### config.mk
export PLATFORM = sky130hd
export DESIGN_NAME = ps2_host_tx
export DESIGN_NICKNAME = d
export VERILOG_FILES = /design/src/rtl/ps2_host_tx_pkg.sv /design/src/rtl/ps2_line_sync.sv /design/src/rtl/ps2_host_tx.sv
export SDC_FILE = /design/constraint.sdc
export NUM_CORES = 1
export LEC_CHECK = 0
export ABC_CLOCK_PERIOD_IN_PS = 3280
export CAP_MARGIN = 20
export CORE_UTILIZATION = 25
export CTS_BUF_LIST = sky130_fd_sc_hd__clkbuf_8 sky130_fd_sc_hd__clkbuf_16
export CTS_CLUSTER_SIZE = 28
export DETAILED_ROUTE_END_ITERATION = 16
export GPL_TIMING_DRIVEN = 0
export PLACE_DENSITY_LB_ADDON = 0.3
export SYNTH_ARGS = -nofsm -noshare
export SYNTH_HDL_FRONTEND = slang
export SYNTH_SLANG_ARGS = --single-unit
### constraint.sdc
create_clock -name CLK -period 3.28 [get_ports CLK]
set_clock_uncertainty 0.1 [all_clocks]
set_input_delay 0.82 -clock CLK [delete_from_list [all_inputs] [get_ports CLK]]
set_output_delay 0.82 -clock CLK [all_outputs]
set_load 0.01 [all_outputs]
### src/rtl/ps2_host_tx_pkg.sv
// Shared state encoding, command bytes and frame edge indices for the PS/2 host transmitter.
package ps2_host_tx_pkg;

   typedef enum logic [2:0] {
      ST_IDLE     = 3'd0,
      ST_INHIBIT  = 3'd1,
      ST_START    = 3'd2,
      ST_RTS      = 3'd3,
      ST_SHIFT    = 3'd4,
      ST_ACK      = 3'd5,
      ST_WAITIDLE = 3'd6
   } state_t;

   localparam logic [7:0] PS2_CMD_SETLED = 8'hED;
   localparam logic [7:0] PS2_CMD_ENABLE = 8'hF4;
   localparam logic [7:0] PS2_CMD_RESET  = 8'hFF;

   localparam logic [3:0] PARITY_EDGE = 4'd9;
   localparam logic [3:0] STOP_EDGE   = 4'd10;
   localparam logic [3:0] ACK_EDGE    = 4'd11;

   function automatic logic odd_parity(input logic [7:0] d);
      return ~^d;
   endfunction

endpackage

### src/rtl/ps2_line_sync.sv
// Two-flop synchronizer for one raw PS/2 pin, with a falling-edge strobe on the synced level.
module ps2_line_sync (
   input  logic clk,
   input  logic srst,
   input  logic raw,
   output logic level,
   output logic fall
);
   logic meta_reg;
   logic sync_reg;
   logic prev_reg;

   // Reset to the idle-high bus level so leaving reset never fakes a fall.
   always_ff @(posedge clk) begin
      if (srst) begin
         meta_reg <= 1'b1;
         sync_reg <= 1'b1;
         prev_reg <= 1'b1;
      end else begin
         meta_reg <= raw;
         sync_reg <= meta_reg;
         prev_reg <= sync_reg;
      end
   end

   assign level = sync_reg;
   assign fall  = prev_reg & ~sync_reg;

endmodule

### src/rtl/ps2_host_tx.sv
// PS/2 host-to-device transmitter: inhibit, request-to-send, shift one byte on device
// clock falls, check the device ACK and wait for an idle bus before reporting.
module ps2_host_tx
   import ps2_host_tx_pkg::*;
#(
   parameter int INHIBIT_CYC = 10000,
   parameter int TIMEOUT_CYC = 2000000
) (
   input  logic       CLK,
   input  logic       RST,
   input  logic [7:0] TXDATA,
   input  logic       TXSTART,
   input  logic       PS2CLK_IN,
   input  logic       PS2DATA_IN,
   output logic       PS2CLK_OE,
   output logic       PS2DATA_OE,
   output logic       BUSY,
   output logic       DONE,
   output logic       ERR
);
   localparam int INH_W = $clog2(INHIBIT_CYC + 1);
   localparam int TO_W  = $clog2(TIMEOUT_CYC + 1);
   localparam logic [INH_W-1:0] INH_LAST = INH_W'(INHIBIT_CYC - 1);
   localparam logic [TO_W-1:0]  TO_LAST  = TO_W'(TIMEOUT_CYC - 1);
   localparam logic [TO_W-1:0]  TO_MAX   = {TO_W{1'b1}};
   localparam int LINE_CLK  = 0;
   localparam int LINE_DATA = 1;

   logic [1:0] line_raw;
   logic [1:0] line_level;
   logic [1:0] line_fall;
   logic       sync_unused;
   logic       clk_fall;
   logic       clk_level;
   logic       data_level;

   assign line_raw = {PS2DATA_IN, PS2CLK_IN};

   genvar gi;
   generate
      for (gi = 0; gi < 2; gi++) begin : g_sync
         ps2_line_sync u_sync (
            .clk   (CLK),
            .srst  (RST),
            .raw   (line_raw[gi]),
            .level (line_level[gi]),
            .fall  (line_fall[gi])
         );
      end
   endgenerate

   // Only the clock line's edges pace the frame; data is read as a level.
   assign sync_unused = line_fall[LINE_DATA];
   assign clk_fall    = line_fall[LINE_CLK];
   assign clk_level   = line_level[LINE_CLK];
   assign data_level  = line_level[LINE_DATA];

   state_t           state_reg, state_next;
   logic [INH_W-1:0] inh_cnt_reg, inh_cnt_next;
   logic [TO_W-1:0]  to_cnt_reg, to_cnt_next;
   logic [3:0]       edge_cnt_reg, edge_cnt_next;
   logic [3:0]       edge_inc;
   logic [7:0]       data_reg, data_next;
   logic             parity_reg, parity_next;
   logic             clk_oe_reg, clk_oe_next;
   logic             data_oe_reg, data_oe_next;
   logic             busy_reg, busy_next;
   logic             done_reg, done_next;
   logic             err_reg, err_next;
   logic             timed;

   assign edge_inc = (edge_cnt_reg == 4'hF) ? 4'hF : edge_cnt_reg + 4'd1;
   assign timed    = (state_reg == ST_RTS) || (state_reg == ST_SHIFT) ||
                     (state_reg == ST_ACK) || (state_reg == ST_WAITIDLE);

   always_ff @(posedge CLK) begin
      if (RST) begin
         state_reg    <= ST_IDLE;
         inh_cnt_reg  <= '0;
         to_cnt_reg   <= '0;
         edge_cnt_reg <= '0;
         data_reg     <= '0;
         parity_reg   <= 1'b0;
         clk_oe_reg   <= 1'b0;
         data_oe_reg  <= 1'b0;
         busy_reg     <= 1'b0;
         done_reg     <= 1'b0;
         err_reg      <= 1'b0;
      end else begin
         state_reg    <= state_next;
         inh_cnt_reg  <= inh_cnt_next;
         to_cnt_reg   <= to_cnt_next;
         edge_cnt_reg <= edge_cnt_next;
         data_reg     <= data_next;
         parity_reg   <= parity_next;
         clk_oe_reg   <= clk_oe_next;
         data_oe_reg  <= data_oe_next;
         busy_reg     <= busy_next;
         done_reg     <= done_next;
         err_reg      <= err_next;
      end
   end

   always_comb begin
      state_next    = state_reg;
      inh_cnt_next  = inh_cnt_reg;
      to_cnt_next   = to_cnt_reg;
      edge_cnt_next = edge_cnt_reg;
      data_next     = data_reg;
      parity_next   = parity_reg;
      done_next     = 1'b0;
      err_next      = 1'b0;

      case (state_reg)
         ST_IDLE: begin
            // busy_reg is still set during the DONE/ERR cycle, which blocks a restart there.
            if (TXSTART && !busy_reg) begin
               data_next    = TXDATA;
               parity_next  = odd_parity(TXDATA);
               inh_cnt_next = '0;
               state_next   = ST_INHIBIT;
            end
         end
         ST_INHIBIT: begin
            if (inh_cnt_reg == INH_LAST) state_next = ST_START;
            else                         inh_cnt_next = inh_cnt_reg + 1'b1;
         end
         ST_START: begin
            to_cnt_next   = '0;
            edge_cnt_next = '0;
            state_next    = ST_RTS;
         end
         ST_RTS: begin
            if (clk_fall) begin
               edge_cnt_next = edge_inc;
               state_next    = ST_SHIFT;
            end
         end
         ST_SHIFT: begin
            if (clk_fall) begin
               edge_cnt_next = edge_inc;
               if (edge_inc == STOP_EDGE) state_next = ST_ACK;
            end
         end
         ST_ACK: begin
            if (clk_fall) begin
               edge_cnt_next = ACK_EDGE;
               if (!data_level) begin
                  state_next = ST_WAITIDLE;
               end else begin
                  err_next   = 1'b1;
                  state_next = ST_IDLE;
               end
            end
         end
         ST_WAITIDLE: begin
            if (clk_level && data_level) begin
               done_next  = 1'b1;
               state_next = ST_IDLE;
            end
         end
         default: state_next = ST_IDLE;
      endcase

      // The timeout overrides any progress made in the same cycle.
      if (timed) begin
         if (to_cnt_reg != TO_MAX) to_cnt_next = to_cnt_reg + 1'b1;
         if (to_cnt_reg >= TO_LAST) begin
            state_next = ST_IDLE;
            done_next  = 1'b0;
            err_next   = 1'b1;
         end
      end

      // Pad enables are decoded from the next state so they leave a flop glitch-free.
      clk_oe_next = (state_next == ST_INHIBIT) || (state_next == ST_START);
      case (state_next)
         ST_START, ST_RTS: data_oe_next = 1'b1;
         ST_SHIFT: begin
            if (edge_cnt_next == PARITY_EDGE) data_oe_next = ~parity_next;
            else data_oe_next = ~data_next[3'(edge_cnt_next - 4'd1)];
         end
         default: data_oe_next = 1'b0;
      endcase

      busy_next = (state_next != ST_IDLE) || done_next || err_next;
   end

   assign PS2CLK_OE  = clk_oe_reg;
   assign PS2DATA_OE = data_oe_reg;
   assign BUSY       = busy_reg;
   assign DONE       = done_reg;
   assign ERR        = err_reg;

endmodule
==> flow_summary.toml <==
[final_layout]
final_area_um2 = 3970
regArea_um2 = 1220
drive_gt1_share_pct = 11.2
diodes = 0
layout_common_cells = "66 x nor2_1, 61 x dfxtp_1, 32 x a21oi_1"
fill_cells = 1331
largest_register_ffs = 21
final_common_cell = "nor2_1"
nNetsFinal = 433
multi_input_area_um2 = 1870
syn_to_final_growth_pct = 23.6
final_util_pct = 31.6

[die]
num_rows = 41
start_util_pct = 25.6
die_w_um = 115
die_height_um = 115
core_area_um2 = 12600
die_area_um2 = 13300
pin_count = 18

[placed_design]
dp_slack_ns = 0.0920
gp_congestion = 0.828
port_buffers = 17
hpwl_mm = 5.49
placed_cell_area_um2 = 3600

[status]
status = "finished clean"

[clock_network]
clk-insertion-delay-late_ns = 0.33
numClockSinks = 61
cts_resized = 0
cts.clk_slew.worst_paths_ns = 0.05
cts_root_buf = "clkbuf_16"
numCtsBuffers = 9
postCtsSetupRepairBufs = 0
cts_buffer_depth = 2
htree_levels = 3
cts_tree = "yes"
postCtsHoldBufs = 0

[timing]
hold_viol = 0
min_period_ns = 3.04
max_freq_ghz = 0.328
finalCritPeriodShare_pct = 92.8
setup_viol = 0
timing.hold.ws_ns = 0.310
max_slew.worst_pin.slew_ns = 0.772
relSlewSlack_pct = 47.9
slew_viol_final = 0
setup_slack_ns = 0.235
setup_tns_ns = 0
rsz0062_at_grt = "no"

[drt]
firstDrtPassIters = 4
wirelength_mm = 7.61
drc_errors = 0
first_iter_violations = 134
wire_per_inst_um = 12.8
ant_nets = 0
vias = 2784
viasPerCell = 4.70

[global_routing]
antenna_found_initial = 0
grt_util_all_layers_pct = 12.3
grt_pass1_vias = 2705
grt_pass1_wl_mm = 12.6
grt_overflow = 0
grt_max_degree = 12

[synthesis]
ys_types = 59
synth_seq_cells = 61
ys.flop_type = "dfxtp_1"
syn_inst = 387
synthesis.area_um2 = 3210
avgSynthCellArea_um2 = 8.30
syn-num-nets = 405
ys_async_sr_fraction_pct = 0
synth-edff-count = 0
ys_seq_area_share_pct = 38.0
yosysWarnings = 0

[setup_path]
end_kind = "register"
cp-start-kind = "register"
crit_type = "reg -> reg"
cp_data_arrival_time_ns = 3.20
cp_max_fo = 7
cp.required_ns = 3.43

[power_and_ir_drop]
power_density_nw_per_um2 = 527
leakage_nw = 1.43
max-vdd-ir-drop_v = 0.000222
combPwrFrac_pct = 6.7
seqPwrFrac_pct = 36.7
p_int_w = 0.00166
clock_power_share_pct = 56.6
netSwitchingFraction_pct = 20.4
switchingPower_w = 0.000427

[flow_run]
cap_viol_max_count = 0

[worst_hold_path]
min_path_type = "reg -> reg"
[power groups by stage]
stage,clock [W],combinational [W],sequential (W)
2_1_floorplan,0,0.0000923,0.000783
3_3_place_gp,0,0.000141,0.000784
3_5_place_dp,0,0.000142,0.000785
4_1_cts,0.00121,0.000142,0.000769
5_1_grt,0.00124,0.000153,0.000770
6_report,0.00118,0.000139,0.000769
[per-stage QoR]
stage / power [W] / instances
after floorplan: 0.000875 / 387
after global placement: 0.000925 / 576
after detailed placement: 0.000926 / 576
after CTS: 0.00212 / 592
after global routing: 0.00216 / 592
final: 0.00209 / 592
[layout make-up]
class                   instances  area share [%]
inverters                       4           0.378
clock inverters                 6            3.37
multi-input cells             302            47.0
well taps                     172            5.42
repair buffers                 17            4.28
clock buffers                  10            6.02
plain buffers                  20            2.74
flip-flops and latches         61            30.7
[metal layers]
layer,track usage [%],up-vias,wire (um)
li1,-,1437,-
met1,14.7,1279,3540
met2,20.4,57,3650
met3,3.74,11,267
met4,5.54,0,148
met5,0,-,0
[path summary, 6_finish.rpt]
| path | startpoint | slack [ns] | cells after the start | to |
|---|---|---|---|---|
| max | edge_cnt_reg[0] | 0.24 | 11 | PS2DATA_OE |
| min | g_sync[1].u_sync.meta_reg | 0.31 | 1 | g_sync[1].u_sync.level |
| max reg2reg | edge_cnt_reg[0] | 0.24 | 11 | PS2DATA_OE |
| min reg2reg | g_sync[1].u_sync.meta_reg | 0.31 | 1 | g_sync[1].u_sync.level |
[synth_stat cells (7+ instances only)]
cell type | count | share of area [%]
nand4_1 | 7 | 1.4
mux2i_1 | 13 | 4.0
nor3_1 | 10 | 1.6
nand3_1 | 27 | 4.2
nand2_1 | 18 | 2.1
xnor2_1 | 13 | 3.5
nand2b_1 | 7 | 1.4
a21oi_1 | 32 | 5.0
o21ai_1 | 7 | 1.1
nor2_1 | 66 | 7.7
dfxtp_1 | 61 | 38
clkbuf_1 | 8 | 0.93
a211oi_1 | 7 | 1.6
xor2_1 | 8 | 2.2
and3_1 | 10 | 1.9
[worst max-delay path, cell delays in order (launching register included)]
cell and delay (ns):
dfxtp_1 0.45, ha_1 0.25, nand3_1 0.11, nand2_1 0.14
nor3_1 0.06, or3_1 0.37, buf_4 0.18, ha_1 0.19
xnor2_1 0.20, mux4_2 0.55, and2_1 0.18, o22ai_1 0.17
[cell families after synthesis]
kind of cell,after synthesis,share of synthesized area (%)
multiplexers,15,5.10
buffers and inverters,24,3.85
XOR/XNOR,21,5.72
adder cells (fa/ha/maj),6,2.30
flip-flops,61,38.0
AO/OA/AOI/OAI,76,15.1
AND/OR/NAND/NOR,184,29.9
(Power assumes the default switching activity.)
